==> src/rtl/mem_responder.sv <==
// Memory-side responder: 8x8 register-file storage behind an R/W/ADR/DIN request
// interface. Each read or write is closed with a four-phase ACK handshake.
module mem_responder (
  input  logic       CLK,
  input  logic       RST,
  input  logic       R,
  input  logic       W,
  input  logic [2:0] ADR,
  input  logic [7:0] DIN,
  output logic [7:0] DOUT,
  output logic       ACK,
  output logic       BUSY,
  output logic       ERR
);

  typedef enum logic [1:0] {
    IDLE  = 2'b00,
    WRITE = 2'b01,
    READ  = 2'b10,
    RESP  = 2'b11
  } state_t;

  state_t     state, state_nxt;
  logic [7:0] mem [8];
  logic [2:0] adr_q;
  logic [7:0] din_q;
  logic [7:0] dout_q;
  logic       err_q;

  logic       latch_adr;
  logic       latch_din;
  logic       err_nxt;
  logic       mem_we;
  logic       mem_re;

  // NOTE: every output of this block gets a default first, so no path can leave
  // a signal unassigned and infer a latch.
  always_comb begin
    state_nxt = state;
    latch_adr = 1'b0;
    latch_din = 1'b0;
    err_nxt   = 1'b0;
    mem_we    = 1'b0;
    mem_re    = 1'b0;
    unique case (state)
      IDLE: begin
        if (R && W) begin
          err_nxt = 1'b1;
        end else if (W) begin
          latch_adr = 1'b1;
          latch_din = 1'b1;
          state_nxt = WRITE;
        end else if (R) begin
          latch_adr = 1'b1;
          state_nxt = READ;
        end
      end
      WRITE: begin
        mem_we    = 1'b1;
        state_nxt = RESP;
      end
      READ: begin
        mem_re    = 1'b1;
        state_nxt = RESP;
      end
      RESP: begin
        if (!R && !W) state_nxt = IDLE;
      end
      default: state_nxt = IDLE;
    endcase
  end

  // NOTE: sequential state uses non-blocking assignments so every register
  // samples pre-edge values regardless of statement order.
  always_ff @(posedge CLK) begin
    if (RST) state <= IDLE;
    else     state <= state_nxt;
  end

  // NOTE: the storage is reset along with the datapath because its contents
  // must read back as zero after reset; this keeps it in flops, not a RAM macro.
  always_ff @(posedge CLK) begin
    if (RST) begin
      for (int i = 0; i < 8; i++) mem[i] <= 8'h00;
      adr_q  <= 3'd0;
      din_q  <= 8'h00;
      dout_q <= 8'h00;
      err_q  <= 1'b0;
    end else begin
      err_q <= err_nxt;
      if (latch_adr) adr_q <= ADR;
      if (latch_din) din_q <= DIN;
      if (mem_we)    mem[adr_q] <= din_q;
      if (mem_re)    dout_q <= mem[adr_q];
    end
  end

  // Decoded from registered state only, so these never glitch.
  assign ACK  = (state == RESP);
  assign BUSY = (state != IDLE);
  assign ERR  = err_q;
  assign DOUT = dout_q;

endmodule

==> config.mk <==
export PLATFORM = sky130hd
export DESIGN_NAME = mem_responder
export DESIGN_NICKNAME = d
export VERILOG_FILES = /design/src/rtl/mem_responder.sv
export SDC_FILE = /design/constraint.sdc
export NUM_CORES = 1
export LEC_CHECK = 0
export CAP_MARGIN = 20
export CELL_PAD_IN_SITES_DETAIL_PLACEMENT = 2
export CELL_PAD_IN_SITES_GLOBAL_PLACEMENT = 2
export CORE_MARGIN = 4
export CORE_UTILIZATION = 30
export CTS_CLUSTER_SIZE = 20
export DETAILED_ROUTE_END_ITERATION = 12
export PLACE_DENSITY = 0.63
export REMOVE_ABC_BUFFERS = 1
export SETUP_SLACK_MARGIN = 0.05
export SLEW_MARGIN = 20
export SYNTH_ARGS = -nofsm -noshare
export SYNTH_HDL_FRONTEND = slang
export SYNTH_SLANG_ARGS = --single-unit
export TNS_END_PERCENT = 5
==> constraint.sdc <==
create_clock -name CLK -period 4.3 [get_ports CLK]
set_input_delay 0.43 -clock CLK [delete_from_list [all_inputs] [get_ports CLK]]
set_output_delay 0.43 -clock CLK [all_outputs]
set_load 0.02 [all_outputs]
# == Word-level counts from Yosys, hierarchy flattened ==
# Memory sizes are Yosys's and may differ from the RTL's. A register that Yosys moved wholly into a read port is not among the register bits.
# Index checks and enable logic that the tools add are counted.
# totals
regBits,14
latchBits,0
ram_bits,64
romBits,0
inputBits,15
out_inout_bits,11
mem_count,1
# op_classes
n_addsub,0
multipliers,0
div_mod_pow,0
magnitude_cmp,0
eq_ne,6
n_shift,0
n_mux,23
bitwise,1
reduce_logical,10
# mem_list
memory,words,word_bits,read_ports,rd_clocked_by_memory_dff,wr,line,source
mem,8,8,1,1,8,24,logic [7:0] mem [8];
# op_table
operator,count
1-bit two-way mux,16
2-bit two-way mux,4
8-bit two-way mux,1
8-bit OR reduction,1
2-bit case mux with 3 select lines,1
"2-bit equality test, second input constant",2
2-bit OR reduction,2
3-bit two-way mux,1
"3-bit inequality test, second input constant",1
3-bit AND reduction,1
"2-bit by 1-bit equality test with 1-bit output, second input constant",1
1-bit logical AND,2
1-bit logical NOT,2
2-bit logical NOT,1
"2-bit by 1-bit inequality test with 1-bit output, second input constant",1
"2-bit inequality test, second input constant",1
2-bit nonzero test,1
1-bit NOT,1

# == Longest topological paths before layout ==
# Gate-level depths: netlist (run 1).
# depth
word_depth,7
mapped_depth,6

# == Worst setup path after synthesis (run 1) ==
# Ideal clock, no wire load.
# synth_timing
path_type,register to register
startpoint,reg state[1]
endpoint,mem mem[4][0] (enable)
t_arrival_ps,1424
required_time_ps,3991
slack_ps,2567
path_stages_with_launch,6
path_buffers,0
period_less_slack_ps,1733
path_cell_list,dfxtp_1 -> inv_1 -> ha_1 -> or3b_1 -> nor2_1 -> or2_2
# synth_lines
element,line,source
start: declaration,23,"state_t state, state_nxt;"
start signal: assignment,77,else state <= state_nxt;
end: declaration,24,

# == Worst setup path after layout (run 1) ==
# layout_timing
startpoint,reg state[1]
endpoint,out BUSY
# layout_via
elab_chain_len,1
# layout_rtl
element,line,source
2-bit nonzero test,100,assign BUSY = (state != IDLE);
end: declaration,12,"output logic BUSY,"
# Every way passes these cells.

==> reports/metrics.csv, run 1 <==
metric;value;unit
design.portCount;26;
ctsHtreeMaxLevel;3;
yosysSeqAreaShare;59.97;%
period_needed;2.499;ns
grt_max_degree;30;
antenna_found_initial;0;
p_per_area;517.2;mW/mm^2
pre_cts_ws;1.820;ns
cpMostUsedCell;inv_1;
cts_tree;done;
power.switching;705.3;uW
worstSkewPairLatency;0.34;ns
gr-total-overflow;0;
cap_violations;0;
area_growth;17.09;%
cpMaxStageDelayCell;clkdlybuf4s50_1;
path_buf_inv;3;
num_vias;2488;
synth-seq-cells;86;
route.detailed.drc;0;
core;0.01272;mm^2
diodes;0;
setup-tns-final;0;ns
total_leakage_power;0.001618;uW
ant_nets;0;
internal_power;1680;uW
critPathKind;flip-flop to primary output;
startpoint_type;flip-flop;
port_buffers;25;
cts_buffers;9;
synth_area;0.003939;mm^2
clkPwrFrac;32.3;%
wl;10.17;mm
gp_congestion;0.7223;
hp-class;flip-flop to flip-flop;
path_cells;inv_1, ha_1, inv_1, clkdlybuf4s50_1;
required;3.87;ns
drtIter0Drc;64;
wire_per_inst;19.68;um
finalSetupViolCount;0;
via_per_inst;4.812;
die-width;122.6;um
relSlewSlack;52.58;%
cts_buffer_depth;2;
synth_cell_type_count;31;
cpLargestDelayFamily;buffers and inverters;
cts_num_sinks;86;
firstDrtPassIters;4;
nFillCells;1350;
postSynthCellCount;318;
pwr-share-seq;45.0;%
hold_ws;0.4853;ns
track_usage;14.78;%
yosysWarnings;0;
peakVddDrop;266.8;uV
slew_viol_final;0;
setup_slack;1.801;ns
status;finished clean;
fin_worst_skew;0.008370;ns
cts_resized;0;
rows;41;
hold_buffers;0;
crit_path_end_kind;primary output;
worst_pin_slew;0.7114;ns
drive_gt1_share;11.59;%
pwr-share-comb;22.7;%
sw_frac_of_total;29.57;%
cts.clk_slew.worst_paths;0.06;ns
max_freq;400.2;MHz
initial_utilization;30.96;%
cp_max_fo;16;
cts-root-buf;clkbuf_16;
die_y;122.6;um
finalHoldViolations;0;
grt_first_pass_wirelength;15.87;mm
cpPeakStageDelay;0.58;ns
fin_crit_sh;58.11;%
dieArea;0.01503;mm^2
final_nets;362;
cp.arrival;2.07;ns
postCtsSetupBuffers;0;
rsz0062_at_grt;no;
hpwlAfterDp;7.207;mm
postSynthAreaPerCell;12.39;um^2
grt_pass1_vias;2705;
[path summary, 6_finish.rpt]
kind	end	cells after the start	slack [ns]	start
setup / recovery	BUSY	4	1.80	state[1]
setup reg to reg	mem[4][1]	5	2.16	state[1]
hold / removal	DOUT[3]	2	0.49	DOUT[3]
hold reg to reg	DOUT[3]	2	0.49	DOUT[3]
[power by group through the flow]
stage          Combinational [uW]  Clock, uW  Sequential (uW)
6_report                      542        771             1070
5_1_grt                       599        826             1090
3_3_place_gp                  540          0             1090
4_1_cts                       554        791             1080
2_1_floorplan                 308          0             1090
3_5_place_dp                  551          0             1090
[placed cells by master (no fill, tap or decap), types with 2 or more instances in the layout]
master / synthesis / layout
a22oi_1: 8 / 8
nand2b_1: 3 / 3
mux2_2: 16 / 16
clkbuf_16: 0 / 9
nor2b_1: 2 / 2
ha_1: 7 / 7
a21oi_1: 13 / 13
and2_1: 64 / 64
nand3_1: 11 / 11
a311oi_1: 10 / 10
or2_2: 8 / 8
edfxtp_1: 64 / 64
nor2_1: 14 / 14
clkbuf_1: 8 / 4
or3_1: 8 / 8
buf_4: 1 / 2
clkdlybuf4s50_1: 0 / 25
mux2i_1: 18 / 18
inv_1: 5 / 5
dfxtp_1: 22 / 21
o21a_1: 8 / 8
nand2_1: 15 / 15
[worst min-delay path: cells and delay by family, from the launching register on]
family / cells / cell delay (ns)
flip-flops: 1 / 0.30
AND/OR/NAND/NOR: 1 / 0.08
AO/OA/AOI/OAI: 1 / 0.05
[cell usage after synthesis]
master,count,area [um^2]
nand3b_1,1,7.510
a21oi_1,13,65.06
buf_6,2,22.52
mux2_2,16,180.2
o21a_1,8,60.06
clkbuf_1,8,30.03
nand3_1,11,55.05
clkbuf_2,1,5.000
nor2b_1,2,12.51
a311oi_1,10,87.58
nand2_1,15,56.30
a22oi_1,8,60.06
ha_1,7,87.58
or3_1,8,50.05
or3b_1,1,8.760
buf_2,1,5.000
nor3_1,1,5.000
buf_12,1,20.02
nor2_1,14,52.55
nor3_2,1,10.01
and2_1,64,400.4
nand2b_1,3,18.77
o21ai_0,1,5.000
or2_2,8,50.05
mux2i_1,18,180.2
edfxtp_1,64,1922
nor3b_1,1,7.510
inv_1,5,18.77
dfxtp_1,22,440.4
buf_4,1,7.510
buf_1,2,7.510
[cells by family after synthesis]
kind of cell / count (synthesis) / share of synthesized area (%)
buf+inv: 21 / 2.954
flops: 86 / 59.97
simple gates: 130 / 18.65
fa+ha+maj: 7 / 2.224
mux: 34 / 9.149
compound gates: 40 / 7.052
[per-stage QoR]
| step | cell area [um^2] | util [%] | std cells | total power [uW] |
|---|---|---|---|---|
| 2_1_floorplan | 3841 | - | 302 | 1399 |
| 6_report | 4612 | 36.25 | 517 | 2385 |
| 4_1_cts | 4612 | 36.25 | 517 | 2423 |
| 3_3_place_gp | 4323 | 33.98 | 501 | 1629 |
| 3_5_place_dp | 4323 | 33.98 | 501 | 1645 |
| 5_1_grt | 4612 | 36.25 | 517 | 2511 |
[flip-flops by register name (all words and copies together), names as in the netlist]
register and cells:
DOUT 8, ERR 1, adr_q 3, din_q 8, mem 64, state 2
[metal layers]
metal  vias up  part of all wire (%)  global-route usage [%]
met5         -                     0                       0
met1      1257                    45                   18.73
met3        10                   2.4                   2.535
li1       1183                     -                       -
met4         0                   1.8                   6.298
met2        38                    51                   24.91
[layout make-up]
class | count | area [um^2] | share of cell area [%]
multi-input combinational | 211 | 1460 | 31.66
tap | 172 | 215.2 | 4.666
clock inverter | 2 | 35.03 | 0.7596
timing repair buffer | 27 | 265.3 | 5.751
inverter | 5 | 18.77 | 0.4069
clock buffer | 14 | 254.0 | 5.507
sequential | 86 | 2364 | 51.25
No activity file was read; power rests on OpenSTA's default activity.
==> run 2, diff against run 1 <==
- clock period: 4.3 -> 2.3 ns (I/O delays scaled with it)
==> run 2 against run 1 <==
Effect of this change: non-clock buffer count is 13 higher; combinational power is 96% higher; sequential power is 87% higher; cell count is 2.5% higher; critical endpoint unchanged; largest power group unchanged.
==> reports/metrics.csv, run 2 (synthesis results as in run 1) <==
metric;value;unit
via_per_inst;4.726;
route.detailed.drc;0;
wire_per_inst;19.33;um
die-width;122.6;um
grt_max_degree;24;
hold_buffers;0;
r2r_cells;5;
initial_utilization;30.96;%
rows;41;
final_nets;375;
drive_gt1_share;14.80;%
critPathKind;flip-flop to primary output;
gp_congestion;0.7565;
dieArea;0.01503;mm^2
design.portCount;26;
worst_pin_slew;0.7147;ns
grt_pass1_vias;2861;
relSlewSlack;52.35;%
drtIter0Drc;125;
gr-total-overflow;0;
crit_path_end_kind;primary output;
ant_nets;0;
grt_first_pass_wirelength;16.29;mm
cts_num_sinks;86;
finalSetupViolCount;0;
ctsHtreeMaxLevel;3;
diodes;0;
max_flop_register;mem;
cts.clk_slew.worst_paths;0.06;ns
cp.arrival;1.76;ns
slew_viol_final;0;
die_y;122.6;um
num_vias;2505;
worstHoldPathCells;3;
track_usage;15.00;%
area_growth;19.76;%
cts_buffers;9;
total_leakage_power;0.001688;uW
cp_max_fo;4;
final_cell_mix;and2_1, edfxtp_1, clkdlybuf4s50_1;
max_freq;503.6;MHz
largest_reg_flops;64;
path_cells;inv_1, ha_1, inv_1, clkdlybuf4s50_1;
status;finished clean;
wl;10.24;mm
cts_resized;0;
cts_buffer_depth;2;
fin_crit_sh;86.33;%
finalHoldViolations;0;
cts_tree;done;
hpwlAfterDp;7.279;mm
port_buffers;25;
cap_violations;0;
startpoint_type;flip-flop;
peakVddDrop;309.5;uV
cts-root-buf;clkbuf_16;
fin_util;37.08;%
postCtsSetupBuffers;0;
firstDrtPassIters;4;
cpMostUsedCell;inv_1;
worstSkewPairLatency;0.34;ns
setup-tns-final;0;ns
hp-class;input pin to flip-flop;
cpPeakStageDelay;0.62;ns
core;0.01272;mm^2
cpMaxStageDelayCell;clkdlybuf4s50_1;
rsz0062_at_grt;no;
antenna_found_initial;0;
fin_worst_skew;0.007184;ns
period_needed;1.986;ns
required;2.07;ns
p_per_area;949.7;mW/mm^2
==> run 2: changes by cell type in the layout (fill, tap and decap cells not counted), sizes merged <==
cell    before  now
clkinv       1    3
buf          2   15
clkbuf      14   12
==> run 2: worst max-delay path: cells and delay by family, from the launching register on <==
| family | cells | cell delay [ns] |
|---|---|---|
| flip-flops | 1 | 0.39 |
| buffers and inverters | 3 | 0.81 |
| adder cells (fa/ha/maj) | 1 | 0.21 |
==> run 2: where the power goes <==
| group | total (uW) | internal (uW) | switching, uW |
|---|---|---|---|
| Clock | 1420 | 839 | 577 |
| Combinational | 1060 | 481 | 579 |
| Sequential | 2000 | 1820 | 181 |
| Total | 4480 | 3140 | 1340 |
==> run 2: worst paths after layout <==
| kind | start | end | slack, ns |
|---|---|---|---|
| max | state[0] | BUSY | 0.31 |
| min | ADR[2] | adr_q[2] | 0.45 |
| max reg2reg | state[1] | mem[5][0] | 0.48 |
| min reg2reg | DOUT[3] | DOUT[3] | 0.49 |
==> run 2: layout make-up <==
class / instances / area (um^2)
multi-input combinational: 211 / 1460
clock inverter: 4 / 47.55
tap: 172 / 215.2
sequential: 86 / 2364
fill: 1374 / 8005
timing repair buffer: 40 / 375.4
clock buffer: 12 / 236.5
inverter: 5 / 18.77
==> run 2: layer usage <==
layer | wire [um] | part of all wire [%] | GRT usage, %
met4 | 305 | 3.0 | 7.698
met3 | 205 | 2.0 | 2.074
met1 | 4680 | 46 | 18.94
met5 | 0 | 0 | 0
met2 | 5052 | 49 | 25.08
==> run 2: stage by stage <==
| step | total power, uW | worst slack, ns | cells | instance area [um^2] | hold WS, ns |
|---|---|---|---|---|---|
| 2_1_floorplan | 2616 | 0.1006 | 302 | 3841 | 0.2991 |
| 4_1_cts | 4551 | 0.2904 | 530 | 4717 | 0.4431 |
| 5_1_grt | 4718 | 0.2424 | 530 | 4717 | 0.4555 |
| 3_5_place_dp | 3126 | 0.3439 | 514 | 4433 | 0.4879 |
| 3_3_place_gp | 3087 | 0.3375 | 514 | 4433 | 0.4770 |
| 6_report | 4480 | 0.3145 | 530 | 4717 | 0.4502 |
